--- src/rtl/comparator_tpi_bist.sv ---
// Comparator y = (a > b) & (c == d) with a control point, an observation
// port and LFSR/MISR BIST. Optional serial signature unload: SIG_SHIFT_EN.
module comparator_tpi_bist #(
  parameter int                    WIDTH     = 4,
  parameter logic [4*WIDTH-1:0]    LFSR_TAPS = 16'hB400,
  parameter logic [4*WIDTH-1:0]    LFSR_SEED = 16'hACE1,
  parameter int                    MISR_W    = 16,
  parameter logic [MISR_W-1:0]     MISR_TAPS = 16'hB400,
  parameter int                    NUM_PAT   = 255,
  parameter int                    CNT_W     = 8
) (
  input  logic              clk,
  input  logic              rst,
  input  logic [WIDTH-1:0]  a,
  input  logic [WIDTH-1:0]  b,
  input  logic [WIDTH-1:0]  c,
  input  logic [WIDTH-1:0]  d,
  input  logic              test_mode,
  input  logic [1:0]        tp_ctrl,
  input  logic              bist_start,
  output logic              y,
  output logic [1:0]        obs,
  output logic              bist_busy,
  output logic              bist_done,
  output logic [MISR_W-1:0] signature,
`ifdef SIG_SHIFT_EN
  input  logic              sig_shift,
  output logic              sig_so,
`endif
  output logic [CNT_W-1:0]  pattern_count
);

  localparam int LW = 4 * WIDTH;
  localparam logic [CNT_W-1:0] LAST = CNT_W'(NUM_PAT - 1);

  if (NUM_PAT < 1 || NUM_PAT >= (1 << CNT_W)) begin : g_bad_num_pat
    $error("NUM_PAT must lie in 1..2^CNT_W-1");
  end
  if (MISR_W < 4) begin : g_bad_misr_w
    $error("MISR_W must be at least 4");
  end
  if (LFSR_SEED == '0) begin : g_bad_seed
    $error("LFSR_SEED must be nonzero");
  end

  typedef enum logic [1:0] {
    IDLE = 2'd0,
    RUN  = 2'd1,
    DONE = 2'd2
  } state_t;

  state_t            state;
  logic [LW-1:0]     lfsr;
  logic [WIDTH-1:0]  op_a, op_b, op_c, op_d;
  logic              gt_ab, eq_cd, eq_int, y_comb;
  logic              force_en, force_val;
  logic [MISR_W-1:0] resp;
  logic [MISR_W-1:0] sig_next;
  logic [LW-1:0]     lfsr_next;
  logic              start_req;

  assign start_req = bist_start & test_mode;

`ifdef SIG_SHIFT_EN
  assign sig_so = signature[0];
`endif

  // Operand mux, compare nodes, control point and next BIST state
  always_comb begin
    op_a = a;
    op_b = b;
    op_c = c;
    op_d = d;
    force_en  = test_mode & tp_ctrl[1];
    force_val = tp_ctrl[0];
    if (state == RUN) begin
      op_a = lfsr[LW-1 -: WIDTH];
      op_b = lfsr[LW-WIDTH-1 -: WIDTH];
      op_c = lfsr[2*WIDTH-1 -: WIDTH];
      op_d = lfsr[WIDTH-1:0];
      force_en  = pattern_count[0];
      force_val = 1'b1;
    end
    gt_ab  = op_a > op_b;
    eq_cd  = op_c == op_d;
    eq_int = force_en ? force_val : eq_cd;
    y_comb = gt_ab & eq_int;
    resp      = '0;
    resp[3:0] = {gt_ab, eq_cd, eq_int, y_comb};
    sig_next  = (signature >> 1)
              ^ (signature[0] ? MISR_TAPS : '0)
              ^ resp;
    lfsr_next = (lfsr >> 1) ^ (lfsr[0] ? LFSR_TAPS : '0);
  end

  // Registered outputs plus the IDLE/RUN/DONE BIST controller
  always_ff @(posedge clk or posedge rst) begin
    if (rst) begin
      state         <= IDLE;
      lfsr          <= LFSR_SEED;
      signature     <= '0;
      pattern_count <= '0;
      y             <= 1'b0;
      obs           <= 2'b00;
      bist_busy     <= 1'b0;
      bist_done     <= 1'b0;
    end else begin
      y   <= y_comb;
      obs <= {gt_ab, eq_cd};
      unique case (state)
        IDLE: begin
          if (start_req) begin
            state         <= RUN;
            lfsr          <= LFSR_SEED;
            signature     <= '0;
            pattern_count <= '0;
            bist_busy     <= 1'b1;
          end
        end
        RUN: begin
          if (!test_mode) begin
            state     <= IDLE;
            bist_busy <= 1'b0;
          end else begin
            signature     <= sig_next;
            lfsr          <= lfsr_next;
            pattern_count <= pattern_count + 1'b1;
            if (pattern_count == LAST) begin
              state     <= DONE;
              bist_busy <= 1'b0;
              bist_done <= 1'b1;
            end
          end
        end
        DONE: begin
          if (start_req) begin
            state         <= RUN;
            lfsr          <= LFSR_SEED;
            signature     <= '0;
            pattern_count <= '0;
            bist_busy     <= 1'b1;
            bist_done     <= 1'b0;
          end else if (!test_mode) begin
            state     <= IDLE;
            bist_done <= 1'b0;
          end
`ifdef SIG_SHIFT_EN
          else if (sig_shift) begin
            signature <= {1'b0, signature[MISR_W-1:1]};
          end
`endif
        end
        default: begin
          state     <= IDLE;
          bist_busy <= 1'b0;
          bist_done <= 1'b0;
        end
      endcase
    end
  end

endmodule

--- config.mk ---
export PLATFORM = sky130hd
export DESIGN_NAME = comparator_tpi_bist
export DESIGN_NICKNAME = d
export VERILOG_FILES = /design/src/rtl/comparator_tpi_bist.sv
export SDC_FILE = /design/constraint.sdc
export NUM_CORES = 1
export LEC_CHECK = 0
export CELL_PAD_IN_SITES_DETAIL_PLACEMENT = 1
export CELL_PAD_IN_SITES_GLOBAL_PLACEMENT = 2
export CORE_UTILIZATION = 31
export DETAILED_ROUTE_END_ITERATION = 10
export GPL_TIMING_DRIVEN = 0
export PLACE_DENSITY = 0.8
export SLEW_MARGIN = 20
export SYNTH_ARGS = -nofsm -noshare
export SYNTH_HDL_FRONTEND = slang
export SYNTH_SLANG_ARGS = --single-unit
--- constraint.sdc ---
create_clock -name clk -period 2.7 [get_ports clk]
set_clock_uncertainty 0.15 [all_clocks]
set_input_delay 0.54 -clock clk [delete_from_list [all_inputs] [get_ports clk]]
set_output_delay 0.54 -clock clk [all_outputs]
set_load 0.05 [all_outputs]
Yosys cells after proc, flatten, opt, wreduce, memory -nomap -nowiden
Index checks and enable logic that the tools add are counted.
- add/subtract/negate cells: 1
- multiply operators: 0
- div/mod/pow operators: 0
- $lt $le $gt $ge: 1
- equal/unequal tests: 10
- shifts and indexed selects: 0
- mux-type cells: 33
- bitwise gates (word level): 7
- reductions and logical operators: 7
- operator list (kind ; number):
    16-bit 2-to-1 mux ; 6
    16-bit case mux with 2 select lines ; 2
    15-bit by 16-bit XOR with 16-bit output ; 2
    4-bit 2-to-1 mux ; 4
    8-bit 2-to-1 mux ; 2
    8-bit case mux with 2 select lines ; 1
    16-bit by 4-bit XOR with 16-bit output ; 1
    1-bit 2-to-1 mux ; 10
    2-bit 2-to-1 mux ; 5
    8-bit by 1-bit adder with 8-bit output (second input constant) ; 1
    8-bit == test (second input constant) ; 1
    2-bit case mux with 3 select lines ; 1
    3-bit AND reduction ; 2
    4-bit == test ; 1
    4-bit greater-than comparator ; 1
    2-bit by 1-bit != test with 1-bit output (second input constant) ; 2
    2-bit != test (second input constant) ; 2
    4-bit AND reduction ; 1
    1-bit bitwise AND ; 3
    3-bit by 2-bit != test with 1-bit output (second input constant) ; 1
    3-bit != test (second input constant) ; 1
    1-bit case mux with 3 select lines ; 1
    2-bit by 1-bit == test with 1-bit output (second input constant) ; 1
    2-bit == test (second input constant) ; 1
    6 further kinds ; 6
- register bits: 47
- latch bits: 0
- memory bits (writable): 0
- bits in read-only memories: 0
- input port bits: 22
- output and inout port bits: 29
- logic and storage cells: 67
- memories: 0

Logic depth before layout (Yosys ltp)
- word-level depth: 8
- mapped depth: 11
- gate-level depth less buffers: 9

Least setup slack after synthesis
Ideal clock, no wire load.
- path kind: register to register
- start point: register state[0]
- end point: register signature[0]
- arrival time: 2.291 ns
- setup slack: 0.173 ns
- stages on the path, launching flop included: 11
- period minus slack after synthesis: 2.527 ns
- cells stage by stage: dfrtp_1 -> buf_4 -> nand2b_1 -> clkbuf_1 -> mux2i_1 -> ha_1 -> and2_1 -> and3_1 -> a211o_1 -> o221a_1 -> o211ai_1
- cells in the longest elaborated chain, start to end: 8
- elaborated cells on any way between the ends: 21
- RTL lines (element ; RTL line ; source):
    from (decl) ; 52 ; state_t state;
    from (signal assigned) ; 99 ; state <= IDLE;
    from (signal assigned) ; 113 ; state <= RUN;
    from (signal assigned) ; 122 ; state <= IDLE;
    parallel branches: the longest is 8 deep, another holds 4-bit greater-than comparator ; -- ;
    to (signal assigned) ; 125 ; signature <= sig_next;
    to (decl) ; 25 ; output logic [MISR_W-1:0] signature,
Parallel ways; which one is timed is not known. The select of a mux whose other input is x is not followed.
A chain may end at the register's enable or synchronous reset.

Worst setup path in the final report
Ends and elaborated chain as after synthesis.

==> results.py <==
metrics = {
    "clock_tree": {
        "clockBufferDepth": 2,
        "clock-sinks": 47,
        "cts_htree_levels": 2,
        "cts_hold_buf": 0,
        "clk_pin_slew_ps": 90,
        "clk_latency_ps": 310,
        "cts_root_buffer": "clkbuf_8",
        "cts_tree": "built",
        "numCtsBuffers": 5,
        "post_cts.repair.setup_buffers": 0,
    },
    "cells_and_area": {
        "final_nets": 346,
        "syn_to_final_growth_pct": 33.0,
        "n_antenna_cell": 0,
        "drive_above_1_share_pct": 10.3,
    },
    "detailed_routing": {
        "vias_per_cell": 4.94,
        "dr.pass1.iters": 4,
        "wl_per_cell_um": 15.6,
        "drt_wl_total_mm": 6.50,
        "drcViolationCount": 0,
        "detail-route-antenna-nets": 0,
        "vias": 2064,
        "drt_iter0_markers": 93,
    },
    "logic_synthesis": {
        "ys.warnings.count": 0,
        "synth_ff_type": "dfrtp_1",
        "avgSynthCellArea_um2": 9.31,
        "synth_seq_cells": 47,
        "ys_async_sr_fraction_pct": 100,
        "synth_cells": 260,
        "yosys.area.top_type": "dfrtp_1",
        "yosysMostFrequentCell": "nand2_1",
        "synth_cell_types": 44,
        "seq_area_frac_synth_pct": 49.0,
        "synthTopCellsByCount": "65 x nand2_1, 39 x dfrtp_1, 31 x o21ai_0",
        "syn_area_um2": 2420,
        "synth_top_cell_area_share_pct": 40.3,
        "synth_edf_count": 0,
        "synth.area.top_cells": "dfrtp_1 40%, nand2_1 10%, dfstp_2 8.7%",
        "synth_fp_nets": 288,
    },
    "global_routing": {
        "grt_pass1_vias": 2179,
        "grt_antenna_before_repair": 0,
        "grt_overflow": 0,
        "grt_pass1_wl_mm": 11.0,
        "grt_max_degree": 30,
        "track_usage_pct": 17.0,
    },
    "worst_setup_path": {
        "critical_path.max_fanout": 10,
        "cp_data_arrival_time_ps": 2540,
        "worstSetupStartpointType": "flop",
        "reg2reg_from": "state[0]$_DFFE_PP0P_",
        "worstSetupPathType": "flop to flop",
        "cp_data_required_time_ps": 2770,
        "crit_start": "state[0]$_DFFE_PP0P_",
        "reg2reg_depth": 10,
        "r2r_end": "signature[0]$_DFFE_PP0P_",
        "endpoint_kind": "flop",
        "r2r_setup_slack_ps": 230,
    },
    "placed_design": {
        "dpl.hpwl_mm": 4.75,
        "gp_congestion": 0.758,
        "numPortBuffers": 50,
    },
    "timing": {
        "rsz0062_at_grt": "false",
        "finalSetupTns_ps": 0,
        "setup_viol_count_final": 0,
        "slew_headroom_pct": 63.2,
        "drv_slew": 0,
        "final_hold_viol_count": 0,
        "period_needed_ps": 2470,
        "max_freq_mhz": 405,
        "fin_crit_sh_pct": 91.5,
        "worstMarginPinSlew_ps": 552,
    },
    "floorplan": {
        "die_width_um": 90.4,
        "dieArea_um2": 8160,
        "core-area_um2": 7410,
        "start_util_pct": 32.7,
        "ios": 51,
        "die_height_um": 90.4,
        "rows": 31,
    },
    "worst_hold_path": {
        "hp-class": "flop to flop",
        "hp-start": "lfsr[8]$_DFFE_PP0P_",
        "whs_path_depth": 2,
        "hold_path_end": "lfsr[8]$_DFFE_PP0P_",
    },
    "run_status": {
        "outcome": "complete, no violations",
    },
    "run": {
        "maxCapViolCount": 0,
    },
    "power_and_ir_drop": {
        "p_per_area_nw_per_um2": 647,
        "power_w": 0.00208,
        "leakage_nw": 1.39,
        "irDropWorstVdd_uv": 221,
    },
}
-- registers in the layout, indices dropped and copies added, names as in the netlist --
name and count:
bist_busy 1, bist_done 1, lfsr 16, obs 2, pattern_count 8, signature 16
state 2, y 1
-- through the flow --
step / cells / setup slack, ps / hold slack, ps / utilization (%) / instance area, µm²
after global routing: 418 / 81.8 / 377 / 43.5 / 3220
after detailed placement: 410 / -138 / 321 / 41.4 / 3060
after global placement: 409 / -169 / 313 / 41.1 / 3040
after floorplan: 260 / 173 / 300 / - / 2420
after CTS: 418 / 25.7 / 342 / 43.2 / 3200
final: 418 / 229 / 339 / 43.5 / 3220
-- cell usage in the layout (no fill, tap or decap), types with 2 or more instances in the layout --
| master | instances |
|---|---|
| ha_1 | 6 |
| buf_6 | 2 |
| nand2b_1 | 3 |
| nor3_1 | 4 |
| buf_2 | 2 |
| bufinv_16 | 2 |
| o21ai_0 | 30 |
| nor2_1 | 7 |
| nand3_1 | 3 |
| xor2_1 | 15 |
| nand2_1 | 65 |
| clkbuf_1 | 7 |
| xnor2_1 | 7 |
| mux2i_1 | 4 |
| o21ai_1 | 2 |
| and3b_1 | 2 |
| inv_1 | 5 |
| nor3b_1 | 2 |
| a21o_1 | 3 |
| and2_1 | 2 |
| buf_4 | 4 |
| a31oi_1 | 4 |
| dfstp_2 | 8 |
| dfrtp_1 | 39 |
| nor2b_1 | 3 |
| clkdlybuf4s50_1 | 50 |
| a21oi_1 | 9 |
| clkbuf_8 | 5 |
| nand4_1 | 2 |
-- cells by family after synthesis --
kind of cell / synth area share (%)
adders and majority gates: 3.10
AOI/OAI and AO/OA: 14.2
muxes: 1.65
DFF: 49.0
buffers and inverters: 4.29
and+or+nand+nor: 19.8
xor gates and xnor gates: 7.96
-- area by class of cell --
| class | count | area [µm²] |
|---|---|---|
| clock inverter | 2 | 60.1 |
| tap | 99 | 124 |
| buffer | 15 | 88.8 |
| multi-input combinational | 192 | 1140 |
| timing repair buffer | 51 | 520 |
| clock buffer | 6 | 72.6 |
| inverter | 6 | 22.5 |
| sequential | 47 | 1190 |
| fill | 888 | 4190 |
-- worst max-delay path: stages (launching register included) --
cell and delay [ps]:
dfrtp_1 380, buf_4 180, nand2b_4 100, buf_6 150, mux2i_1 240, ha_1 260
and2_1 140, and3_1 210, a211o_1 270, o221a_1 220, o211ai_1 90
-- report_power, final --
group / switching [W] / internal [W] / total [W] / leakage, nW
Combinational: 0.000367 / 0.000228 / 0.000595 / 0.711
Sequential: 0.0000717 / 0.000793 / 0.000865 / 0.612
Clock: 0.000252 / 0.000370 / 0.000622 / 0.0654
-- metal layers --
layer / track usage, % / vias to the layer above / routed length (µm)
met3: 3.37 / 7 / 230
met1: 23.0 / 1036 / 3110
li1: - / 986 / -
met4: 4.17 / 0 / 65
met5: 0 / - / 0
met2: 28.0 / 35 / 3100
-- worst max path at each step --
stage	endpoint	slack, ps
2_1_floorplan	signature[0]$_DFFE_PP0P_	170
3_3_place_gp	obs[1]$_DFF_PP0_	-170
3_5_place_dp	signature[0]$_DFFE_PP0P_	-140
4_1_cts	signature[0]$_DFFE_PP0P_	30
5_1_grt	signature[0]$_DFFE_PP0P_	80
6_report	signature[0]$_DFFE_PP0P_	230
-- repair_timing --
| action | CTS | global route |
|---|---|---|
| resized for setup | 1 | 7 |
| endpoints found under the hold margin | 0 | 0 |
| setup endpoints to repair | 3 | 3 |
Note: power is estimated with default switching activity, not from simulation.
